File: src/rtl/riscv_pkg.sv
// Shared types and constants for the instruction fetch stage.
package riscv_pkg;

  typedef enum logic [1:0] {
    ST_ISSUE = 2'd0,
    ST_WAIT  = 2'd1,
    ST_HOLD  = 2'd2,
    ST_DROP  = 2'd3
  } fetch_state_t;

  localparam logic [31:0] NOP_INSTR        = 32'h0000_0013;
  localparam logic [31:0] DEFAULT_RESET_PC = 32'h0000_0000;

endpackage

File: src/rtl/if_id_reg.sv
// IF/ID pipeline register: flush beats stall, stall beats load, otherwise a bubble.
module if_id_reg
  import riscv_pkg::*;
(
  input  logic        clk,
  input  logic        rst_n,
  input  logic        i_flush,
  input  logic        i_stall,
  input  logic        i_load,
  input  logic [31:0] i_instr,
  input  logic [31:0] i_pc,
  input  logic [31:0] i_pc4,
  output logic [31:0] o_instr,
  output logic [31:0] o_pc,
  output logic [31:0] o_pc4,
  output logic        o_valid
);

  logic [31:0] r_instr;
  logic [31:0] r_pc;
  logic [31:0] r_pc4;
  logic        r_valid;

  always_ff @(posedge clk or negedge rst_n) begin
    if (!rst_n) begin
      r_instr <= NOP_INSTR;
      r_pc    <= 32'h0;
      r_pc4   <= 32'h0;
      r_valid <= 1'b0;
    end else if (i_flush) begin
      r_instr <= NOP_INSTR;
      r_valid <= 1'b0;
    end else if (!i_stall) begin
      if (i_load) begin
        r_instr <= i_instr;
        r_pc    <= i_pc;
        r_pc4   <= i_pc4;
        r_valid <= 1'b1;
      end else begin
        // Bubble keeps the last PC fields; only InstrD/ValidD are meaningful.
        r_instr <= NOP_INSTR;
        r_valid <= 1'b0;
      end
    end
  end

  assign o_instr = r_instr;
  assign o_pc    = r_pc;
  assign o_pc4   = r_pc4;
  assign o_valid = r_valid;

endmodule

File: src/rtl/fetch_unit.sv
// Instruction fetch: single-outstanding request FSM, PCF and the stalled-response buffer.
//   state    | meaning
//   ST_ISSUE | drive ImemReq for PCF unless StallF/PCSrcE
//   ST_WAIT  | one request outstanding, waiting for ImemValid
//   ST_HOLD  | response captured while StallD=1, waiting to load IF/ID
//   ST_DROP  | redirected while waiting; next response is stale
module fetch_unit
  import riscv_pkg::*;
#(
  parameter logic [31:0] RESET_PC = DEFAULT_RESET_PC
) (
  input  logic        clk,
  input  logic        rst_n,
  input  logic        StallF,
  input  logic        StallD,
  input  logic        FlushD,
  input  logic        PCSrcE,
  input  logic [31:0] PCTargetE,
  output logic        ImemReq,
  output logic [31:0] ImemAddr,
  input  logic        ImemValid,
  input  logic [31:0] ImemRData,
  output logic [31:0] InstrD,
  output logic [31:0] PCD,
  output logic [31:0] PCPlus4D,
  output logic        ValidD
);

  fetch_state_t r_state;
  fetch_state_t w_state_nxt;
  logic [31:0]  r_pcf;
  logic [31:0]  w_pcf_nxt;
  logic [31:0]  w_pcf_plus4;
  logic [31:0]  r_hold_instr;
  logic [31:0]  w_load_instr;
  logic         w_req;
  logic         w_consume;
  logic         w_hold_load;

  always_ff @(posedge clk or negedge rst_n) begin
    if (!rst_n) begin
      r_state <= ST_ISSUE;
    end else begin
      r_state <= w_state_nxt;
    end
  end

  always_comb begin
    w_state_nxt = r_state;
    w_req       = 1'b0;
    w_consume   = 1'b0;
    w_hold_load = 1'b0;
    case (r_state)
      ST_ISSUE: begin
        if (!StallF && !PCSrcE) begin
          w_req       = 1'b1;
          w_state_nxt = ST_WAIT;
        end
      end
      ST_WAIT: begin
        if (PCSrcE) begin
          w_state_nxt = ImemValid ? ST_ISSUE : ST_DROP;
        end else if (ImemValid) begin
          if (StallD) begin
            w_hold_load = 1'b1;
            w_state_nxt = ST_HOLD;
          end else begin
            w_consume   = 1'b1;
            w_state_nxt = ST_ISSUE;
          end
        end
      end
      ST_HOLD: begin
        if (PCSrcE) begin
          w_state_nxt = ST_ISSUE;
        end else if (!StallD) begin
          w_consume   = 1'b1;
          w_state_nxt = ST_ISSUE;
        end
      end
      ST_DROP: begin
        if (ImemValid) begin
          w_state_nxt = ST_ISSUE;
        end
      end
      default: w_state_nxt = ST_ISSUE;
    endcase
  end

  assign w_pcf_plus4 = r_pcf + 32'd4;

  // A consumed word always advances PCF, even under StallF, so it is never refetched.
  always_comb begin
    w_pcf_nxt = r_pcf;
    if (PCSrcE) begin
      w_pcf_nxt = PCTargetE;
    end else if (w_consume) begin
      w_pcf_nxt = w_pcf_plus4;
    end
  end

  always_ff @(posedge clk or negedge rst_n) begin
    if (!rst_n) begin
      r_pcf <= RESET_PC;
    end else begin
      r_pcf <= w_pcf_nxt;
    end
  end

  always_ff @(posedge clk or negedge rst_n) begin
    if (!rst_n) begin
      r_hold_instr <= 32'h0;
    end else if (w_hold_load) begin
      r_hold_instr <= ImemRData;
    end else if (r_state == ST_HOLD && w_state_nxt != ST_HOLD) begin
      r_hold_instr <= 32'h0;
    end
  end

  assign w_load_instr = (r_state == ST_HOLD) ? r_hold_instr : ImemRData;

  assign ImemReq  = w_req & rst_n;
  assign ImemAddr = r_pcf;

  if_id_reg u_if_id (
    .clk     (clk),
    .rst_n   (rst_n),
    .i_flush (FlushD | PCSrcE),
    .i_stall (StallD),
    .i_load  (w_consume),
    .i_instr (w_load_instr),
    .i_pc    (r_pcf),
    .i_pc4   (w_pcf_plus4),
    .o_instr (InstrD),
    .o_pc    (PCD),
    .o_pc4   (PCPlus4D),
    .o_valid (ValidD)
  );

endmodule

File: config.mk
export PLATFORM = sky130hd
export DESIGN_NAME = fetch_unit
export DESIGN_NICKNAME = d
export VERILOG_FILES = /design/src/rtl/riscv_pkg.sv /design/src/rtl/if_id_reg.sv /design/src/rtl/fetch_unit.sv
export SDC_FILE = /design/constraint.sdc
export NUM_CORES = 1
export LEC_CHECK = 0
export ABC_CLOCK_PERIOD_IN_PS = 2600
export CELL_PAD_IN_SITES_DETAIL_PLACEMENT = 0
export CELL_PAD_IN_SITES_GLOBAL_PLACEMENT = 2
export CORE_ASPECT_RATIO = 0.8
export CORE_MARGIN = 3
export CORE_UTILIZATION = 29
export DETAILED_ROUTE_END_ITERATION = 12
export GPL_TIMING_DRIVEN = 0
export HOLD_SLACK_MARGIN = 0.15
export PLACE_DENSITY_LB_ADDON = 0.1
export SLEW_MARGIN = 20
export SYNTH_ARGS = -nofsm -noshare
export SYNTH_HDL_FRONTEND = slang
export SYNTH_SLANG_ARGS = --single-unit
export TNS_END_PERCENT = 10
File: constraint.sdc
create_clock -name clk -period 2.6 [get_ports clk]
set_input_delay 0.39 -clock clk [delete_from_list [all_inputs] [get_ports clk]]
set_output_delay 0.39 -clock clk [all_outputs]
set_load 0.1 [all_outputs]
* Word level (Yosys, flattened, before mapping)
Index checks and enable logic that the tools add are counted.
W data, S select, Z words.
** Storage, ports and cells
- Bits in registers :: 163
- Bits in latches :: 0
- Bits in writable memories :: 0
- Bits in read-only memories :: 0
- Bits of input ports :: 71
- Output and inout port bits :: 130
- Word-level logic and storage cells :: 56
- Memories kept :: 0
** Cells by class
- $add $sub $neg :: 1
- Multiply operators :: 0
- Divide/modulo/power cells :: 0
- $lt $le $gt $ge :: 0
- Equality and inequality tests :: 5
- Shift-type cells :: 0
- Mux-type cells :: 31
- Bitwise gates (word level) :: 4
- Reduce and logical (&&, ||, !) cells :: 8
** Operator list (count)
- $mux W32 :: 8
- $add A32 B3 Y32 const B :: 1
- $mux W2 :: 8
- $mux W1 :: 13
- $pmux W2 S4 :: 1
- $eq A2 B2 Y1 const B :: 2
- $reduce_bool A2 Y1 :: 2
- $reduce_and A3 Y1 :: 1
- $eq A2 B1 Y1 const B :: 1
- $logic_and A1 B1 Y1 :: 2
- $logic_not A1 Y1 :: 2
- $logic_not A2 Y1 :: 1
- $ne A2 B1 Y1 const B :: 1
- $ne A2 B2 Y1 const B :: 1
- $not A1 Y1 :: 2
- $pmux W1 S2 :: 1
- $and A1 B1 Y1 :: 1
- $or A1 B1 Y1 :: 1

* Longest topological paths before layout
Gate-level depths: netlist of run 1.
- Depth after elaboration :: 8
- Gate-level depth with buffers :: 11
- Gate-level depth less buffers :: 7

* Modules after synthesis
Synthesis of run 1 repeated with hierarchy kept, for this count alone.
** Second synthesis, totals
- Cells, all modules :: 817
- Area, all modules :: 8754.6 µm²
** By module, submodules not included
- fetch_unit :: times used 1, cells an instance 536, area each 4623.2 µm², seq. area each 1651.6 µm²
- if_id_reg :: times used 1, cells an instance 281, area each 4131.5 µm², seq. area each 2431.1 µm²

* Least setup slack after synthesis of run 1
OpenSTA, ideal clock, no wires.
- Kind :: reg-to-reg
- Start point :: register r_pcf[2] (netlist: ImemAddr[2])
- End point :: register r_pcf[20] (netlist: ImemAddr[20])
- Library setup time :: 83 ps
- Data arrival time :: 2525 ps
- Data required time :: 2517 ps
- Slack :: -8 ps
- Cell stages (with the launch flop) :: 7
- Buffers on the path :: 0
- Period minus slack after synthesis :: 2608 ps
- Cells stage by stage :: dfrtp_1 ha_1 nand4_1 nor4_2 nand4_1 xor2_1 o21ai_0
** On the way
- Word-level cells in the longest chain between the ends :: 3
** Ends and longest elaborated chain
- start, declared :: line fetch_unit.sv:31 : logic [31:0] r_pcf;
- start signal, assigned :: line fetch_unit.sv:106 : r_pcf <= w_pcf_nxt;
- $add A32 B3 Y32 :: line fetch_unit.sv:90 : assign w_pcf_plus4 = r_pcf + 32'd4;
- $mux W32 :: line fetch_unit.sv:97 : end else if (w_consume) begin
- $mux W32 :: line fetch_unit.sv:95 : if (PCSrcE) begin
Every way passes these cells. The select of a mux whose other input is x is not followed.
A chain may end at the register's enable or synchronous reset.

* Final worst setup path of run 1
- Start point :: register r_pcf[7] (netlist: ImemAddr[7])
- End point :: output ImemAddr[7]
** RTL lines
- end, declared :: line fetch_unit.sv:20 : output logic [31:0] ImemAddr,
No word-level cell between the ends.

==> flow_summary_export.csv, run 1 <==
group,metric,value,unit
die,die_width,187,µm
finish,footprint_of_the_flip_flops_and_latches,4030,µm²
timing,hold_viol,69,
die,num_rows,52,
pwr,cellPowerDensity,1070,nW/µm²
clock_network,cts_inserted_buffers,17,
clock_network,cts_tree,"done",
worst_setup_path,critical_path_required,2.21,ns
global_route,grt_first_pass_wirelength,38500,µm
worst_setup_path,rr_worst_depth,11,
timing,worst_hold_slack,-0.0861,ns
die,num_io_pins,201,
clock_network,cts_buffer_depth,2,
placed_design,numPortBuffers,200,
worst_setup_path,timing.reg2reg.setup_slack,0.16,ns
worst_setup_path,timing.critical_path.max_delay_family,"buffers and inverters",
clock_network,root_buffer,"clkbuf_16",
finish,top_library_cells_by_usage_in_the_layout_fill_and_taps_aside,"264 x nand2_1, 197 x clkdlybuf4s50_1, 157 x dfrtp_1",
logic_synthesis,synthesis.area,7600,µm²
pwr,power.static_leakage,4.50,nW
pwr,total_switching_power,0.00549,W
timing,finalSetupViolations,0,
global_route,first_global_vias,6498,
pwr,power_frac_seq,0.307,
pwr,p_int,0.00600,W
logic_synthesis,synth_top_flop_cell,"dfrtp_1",
timing,drv_slew,0,
pwr,power.share.switching,0.478,
pwr,clkPwrFrac,0.230,
finish,fillers,2601,
finish,antenna-diode-count,0,
timing,layout_setup_ws,0.0420,ns
routing,detailedRoute.firstPassIterationCount,4,
routing,finalWirelength,24600,µm
logic_synthesis,synth_enable_flop_cells,0,
routing,via_count,6388,
worst_setup_path,worst_path_largest_cell_delay,1.20,ns
placed_design,place_hpwl,17700,µm
logic_synthesis,synthesis.area_per_instance,9.37,µm²
global_route,grt_start_max_net_pins,87,
timing,timing.final.crit_period,2.56,ns
finish,multiInputGateArea,3220,µm²
logic_synthesis,synth-seq-cells,161,
logic_synthesis,synth_fp_nets,887,
worst_setup_path,timing.critical_path.cells,"clkdlybuf4s50_1",
clock_network,latest_clock_arrival_within_the_worst_skew_pair,0.44,ns
finish,post_route_cells_drive_above_1_share,0.100,
placed_design,globalplace.congestion,0.704,
finish,finish.instance_area,10700,µm²
logic_synthesis,synth-async-reset-ratio,1.00,
timing,skew,0.0161,ns
worst_setup_path,worstPathArrival,2.17,ns
worst_setup_path,worst-setup-path-type,"reg -> out",
global_route,antenna_violations_before_repair,2,
finish,nets,1109,
die,initial_utilization,0.298,
timing,rsz0062_at_grt,"true",
timing,worst_tran_pin_value,1.07,ns
logic_synthesis,synth_cell_type_count,45,
worst_setup_path,worst_path_max_delay_cell,"clkdlybuf4s50_1",
worst_setup_path,critical_path.max_fanout,6,
pwr,vdd.ir_drop.worst,0.634,mV
logic_synthesis,synth_sequential_area_ratio,0.531,
finish,layout.cells.most_common,"nand2_1",
logic_synthesis,post_synthesis_cells,811,
clock_network,clock_tree.htree_level_count,4,
placed_design,dpl-instance-area,10100,µm²
routing,final_routed_drc_violation_total,0,
routing,initialDrtViolationCount,375,
timing,period_share,0.984,
flow_run,maxCapViolations,0,
run_status,failed_checks,"negative hold slack",
clock_network,clk_transition_reported_paths,0.06,ns
global_route,global_route.overflow_total,0,
die,core-area,25500,µm²
worst_setup_path,rr_startpoint,"r_state[0]$_DFF_PN0_",
die,die-area,28200,µm²
routing,ant_nets,0,
clock_network,clock-sinks,161,
routing,routedWlPerCell,17.6,µm
worst_setup_path,worstPathBufferInverterCount,1,
worst_setup_path,cp.depth,1,
hold_path,hp-class,"in -> async",
die,floorplan.die.height,151,µm
timing,timing.max_slew.rel_slack,0.284,
timing,timing.fmax,0.391,GHz
worst_setup_path,crit_path_start_kind,"flip-flop",
placed_design,preCtsSetupSlack,-0.530,ns
finish,areaGrowthSynthToFinish,41.1,%
run_status,result_of_the_run,"complete, but fails checks",
logic_synthesis,ys_warn_count,0,
worst_setup_path,reg_to_reg_critical_path_endpoint,"u_if_id.o_pc4[7]$_DFFE_PN0P_",
worst_setup_path,category_of_the_worst_setup_path_capture_point,"output pin",
pwr,combPwrFrac,0.462,
routing,detail_route.vias_per_cell,4.57,
global_route,grtUsageTotal,0.178,
sequential cells by signal (all words and copies together), names as in the netlist:
signal and cells:
u_if_id.o_instr 32, u_if_id.o_pc4 32, r_state 2, ImemAddr 32
u_if_id.o_pc 30, u_if_id.o_valid 1, r_hold_instr 32
power groups by stage:
stage	registers, W	clock network [W]	logic (W)
after floorplan	0.00615	0	0.00128
after global placement	0.00358	0	0.00530
after CTS	0.00354	0.00273	0.00534
after detailed placement	0.00358	0	0.00531
final	0.00353	0.00264	0.00531
after global routing	0.00361	0.00284	0.00562
routing by layer:
layer | wire length, µm | track usage | vias to the layer above
met1 | 12400 | 0.258 | 3075
li1 | - | - | 3117
met5 | 21 | 0 | -
met3 | 1800 | 0.0615 | 22
met2 | 10100 | 0.253 | 170
met4 | 273 | 0.0431 | 4
final cells by class:
type,count,area share
Inverter,9,0.00315
Tap cell,351,0.0410
Buffer,59,0.0309
Multi-Input combinational cell,582,0.301
Clock buffer,19,0.0413
Sequential cell,161,0.376
Timing Repair Buffer,203,0.192
Clock inverter,13,0.0149
logic make-up (layout without fill, tap and decap cells):
kind of cell	count (synthesis)	in the layout	share of synthesized area
AND/OR/NAND/NOR	351	351	0.201
AO/OA/AOI/OAI	133	133	0.0988
flip-flops	161	161	0.531
buffers and inverters	68	303	0.0471
XOR/XNOR	57	57	0.0657
adder cells (fa/ha/maj)	5	5	0.00824
multiplexers	36	36	0.0479
repair_timing:
item	in CTS	in global routing
buffers inserted	0	2
endpoints found under the setup margin	24	88
gates resized for setup	6	10
hold endpoints to repair	75	75
pin swaps	0	1
metrics by stage:
stage / cells / util / total power (W) / setup TNS, ns
3_5_place_dp: 1363 / 0.395 / 0.00889 / -19.16
4_1_cts: 1395 / 0.419 / 0.0116 / 0
5_1_grt: 1397 / 0.420 / 0.0121 / -0.00837
6_report: 1397 / 0.420 / 0.0115 / 0
2_1_floorplan: 811 / - / 0.00743 / 0
3_3_place_gp: 1362 / 0.394 / 0.00888 / -1037.55
worst max path at each step:
stage                              from                       endpoint  slack, ns
2_1_floorplan  ImemAddr[10]$_DFFE_PN0P_  u_if_id.o_pc4[25]$_DFFE_PN0P_      0.006
3_3_place_gp                      rst_n        ImemAddr[2]$_DFFE_PN0P_      -7.00
3_5_place_dp                  ImemValid       ImemAddr[30]$_DFFE_PN0P_      -0.53
4_1_cts         ImemAddr[7]$_DFFE_PN0P_                    ImemAddr[7]       0.02
5_1_grt         ImemAddr[3]$_DFFE_PN0P_       ImemAddr[20]$_DFFE_PN0P_     -0.008
6_report        ImemAddr[7]$_DFFE_PN0P_                    ImemAddr[7]       0.04
cells in the mapped netlist (2+ instances only):
master | number | share of area
a21oi_1 | 5 | 0.0033
and2_1 | 2 | 0.0016
and3_1 | 5 | 0.0041
buf_2 | 10 | 0.0066
buf_4 | 5 | 0.0049
buf_6 | 9 | 0.013
clkbuf_1 | 31 | 0.015
clkbuf_2 | 3 | 0.0020
dfrtp_1 | 158 | 0.52
dfstp_2 | 3 | 0.010
ha_1 | 5 | 0.0082
inv_1 | 8 | 0.0040
mux2_2 | 3 | 0.0044
mux2i_1 | 33 | 0.043
nand2_1 | 264 | 0.13
nand3_1 | 21 | 0.014
nand4_1 | 18 | 0.015
nor2_1 | 17 | 0.0084
nor3_1 | 7 | 0.0046
nor3_2 | 2 | 0.0026
nor4_4 | 2 | 0.0056
o21ai_0 | 86 | 0.057
o21ai_1 | 19 | 0.013
o21ai_2 | 18 | 0.021
or2_2 | 2 | 0.0016
xnor2_1 | 20 | 0.023
xor2_1 | 37 | 0.043
(Power assumes the default switching activity.)
==> run 2: changes to the inputs <==
--- a/config.mk
+++ b/config.mk
@@ -14,7 +14,7 @@
 export DETAILED_ROUTE_END_ITERATION = 12
 export GPL_TIMING_DRIVEN = 0
 export HOLD_SLACK_MARGIN = 0.15
-export PLACE_DENSITY_LB_ADDON = 0.1
+export PLACE_DENSITY = 0.78
 export SLEW_MARGIN = 20
 export SYNTH_ARGS = -nofsm -noshare
 export SYNTH_HDL_FRONTEND = slang
==> flow_summary_export.csv, run 2 (synthesis gave the netlist of run 1 again) <==
group,metric,value,unit
run_status,result_of_the_run,"complete, but fails checks",
run_status,failed_checks,"negative hold slack",
flow_run,maxCapViolations,0,
timing,timing.final.crit_period,2.52,ns
global_route,globalRouteMet1Util,0.255,
global_route,globalRouteMet3Util,0.0552,
worst_setup_path,worst_path_largest_cell_delay,1.20,ns
worst_setup_path,critical_path_required,2.21,ns
timing,hold_viol,81,
pwr,vdd.ir_drop.worst,0.726,mV
finish,areaGrowthSynthToFinish,41.1,%
timing,period_share,0.969,
worst_setup_path,category_of_the_worst_setup_path_capture_point,"output pin",
worst_setup_path,rr_startpoint,"r_state[0]$_DFF_PN0_",
clock_network,cts_setup_buffers,0,
die,floorplan.die.height,151,µm
timing,timing.fmax,0.397,GHz
die,initial_utilization,0.298,
clock_network,cts_tree,"done",
timing,timing.max_slew.rel_slack,0.270,
worst_setup_path,timing.critical_path.cells,"clkdlybuf4s50_1",
routing,routedWlPerCell,17.1,µm
clock_network,clk_transition_reported_paths,0.07,ns
worst_setup_path,timing.reg2reg.setup_slack,0.12,ns
routing,initialDrtViolationCount,438,
finish,nets,1107,
placed_design,numPortBuffers,200,
placed_design,dpl-instance-area,10100,µm²
worst_setup_path,crit_path_start_kind,"flip-flop",
global_route,first_global_vias,6491,
finish,finish.instance_area,10700,µm²
die,core-area,25500,µm²
clock_network,root_buffer,"clkbuf_16",
finish,top_library_cells_by_usage_in_the_layout_fill_and_taps_aside,"264 x nand2_1, 198 x clkdlybuf4s50_1, 157 x dfrtp_1",
clock_network,latest_clock_arrival_within_the_worst_skew_pair,0.43,ns
routing,detail_route.vias_per_cell,4.53,
placed_design,globalplace.congestion,0.768,
pwr,cellPowerDensity,1080,nW/µm²
finish,fillers,2620,
worst_setup_path,worstPathBufferInverterCount,1,
timing,setup_total_negative_slack,0,ns
routing,detailedRoute.firstPassIterationCount,5,
timing,worst_hold_slack,-0.136,ns
die,die-area,28200,µm²
routing,finalWirelength,23800,µm
clock_network,clock_tree.htree_level_count,4,
worst_setup_path,worstSetupStartpoint,"ImemAddr[26]$_DFFE_PN0P_",
die,die_width,187,µm
clock_network,cts_buffer_depth,2,
routing,ant_nets,0,
worst_setup_path,critical_path.max_fanout,7,
routing,via_count,6312,
finish,layout.cells.most_common,"nand2_1",
worst_setup_path,worst_path_max_delay_cell,"clkdlybuf4s50_1",
global_route,gr-usage-met2,0.241,
finish,post_route_cells_drive_above_1_share,0.0931,
pwr,power.static_leakage,4.49,nW
clock_network,cts_inserted_buffers,17,
worst_setup_path,reg_to_reg_critical_path_endpoint,"r_hold_instr[12]$_DFFE_PN0P_",
timing,worst_tran_pin_value,1.09,ns
timing,rsz0062_at_grt,"true",
global_route,antenna_violations_before_repair,0,
worst_setup_path,critical_path.endpoint,"ImemAddr[26]",
finish,antenna-diode-count,0,
clock_network,clock-sinks,161,
timing,skew,0.0106,ns
global_route,grt_start_max_net_pins,83,
finish,finalCoreUtilization,0.420,
placed_design,place_hpwl,17000,µm
worst_setup_path,cp.depth,1,
die,num_io_pins,201,
worst_setup_path,timing.critical_path.max_delay_family,"buffers and inverters",
routing,final_routed_drc_violation_total,0,
global_route,grt_first_pass_wirelength,37600,µm
timing,drv_slew,0,
timing,finalSetupViolations,0,
worst_setup_path,worstPathArrival,2.13,ns
global_route,global_route.peak_usage_layer,"met1",
global_route,global_route.overflow_total,0,
die,num_rows,52,
worst_setup_path,worst-setup-path-type,"reg -> out",
hold_path,hp-class,"in -> async",
worst_setup_path,rr_worst_depth,9,
global_route,grtUsageTotal,0.172,
-- run 2: changes by cell type in the layout (fill, tap and decap cells not counted), sizes merged --
cell	delta
clkinvlp	-2
dlymetal6s2s	-1
inv	-1
clkinv	-2
clkdlybuf4s50	+1
buf	-1
bufinv	+2
-- run 2: per-layer routing --
metal	vias to the layer above	wire length, µm
met5	-	0
met3	10	1560
met1	3038	12300
met4	0	205
li1	3124	-
met2	140	9780
-- run 2: cell type report --
| class | instances | area (µm²) | area share |
|---|---|---|---|
| sequential | 161 | 4030 | 0.376 |
| multi-input combinational | 582 | 3220 | 0.300 |
| timing repair buffer | 201 | 2040 | 0.190 |
| tap | 351 | 439 | 0.0410 |
| clock buffer | 20 | 437 | 0.0407 |
| buffer | 59 | 332 | 0.0309 |
| clock inverter | 10 | 186 | 0.0174 |
| inverter | 9 | 33.8 | 0.00315 |
-- run 2: metrics by stage --
step           hold WS [ns]  std cells  power [W]  worst slack (ns)
2_1_floorplan        0.0944        811    0.00743           0.00628
3_3_place_gp          0.457       1362    0.00885             -6.79
3_5_place_dp          0.435       1363    0.00887            -0.605
4_1_cts              -0.114       1393     0.0117            0.0146
5_1_grt              -0.108       1393     0.0121           -0.0940
6_report             -0.136       1393     0.0116            0.0814
-- run 2: worst min-delay path by stage --
stage / to / cells past startpoint / from / slack [ns]
after floorplan: ImemAddr[0]$_DFFE_PN0P_ / 0 / rst_n / 0.09
after global placement: u_if_id.o_pc[28]$_DFFE_PN0P_ / 2 / u_if_id.o_pc[28]$_DFFE_PN0P_ / 0.46
after detailed placement: u_if_id.o_pc[18]$_DFFE_PN0P_ / 1 / rst_n / 0.44
after CTS: u_if_id.o_pc[18]$_DFFE_PN0P_ / 1 / rst_n / -0.11
after global routing: ImemAddr[18]$_DFFE_PN0P_ / 1 / rst_n / -0.11
final: u_if_id.o_pc[18]$_DFFE_PN0P_ / 1 / rst_n / -0.14
-- run 2: what timing repair did --
action | 4_1_cts | 5_1_grt
endpoints found under the setup margin | 21 | 89
cloned | 0 | 0
gates resized for setup | 6 | 9
endpoints found under the hold margin | 81 | 81
pin swaps | 0 | 0
-- run 2: power breakdown --
| group | switching [W] | internal, W | total (W) |
|---|---|---|---|
| clock | 0.00104 | 0.00170 | 0.00274 |
| combinational | 0.00398 | 0.00132 | 0.00529 |
| sequential | 0.000397 | 0.00313 | 0.00353 |
| total | 0.00542 | 0.00614 | 0.0116 |
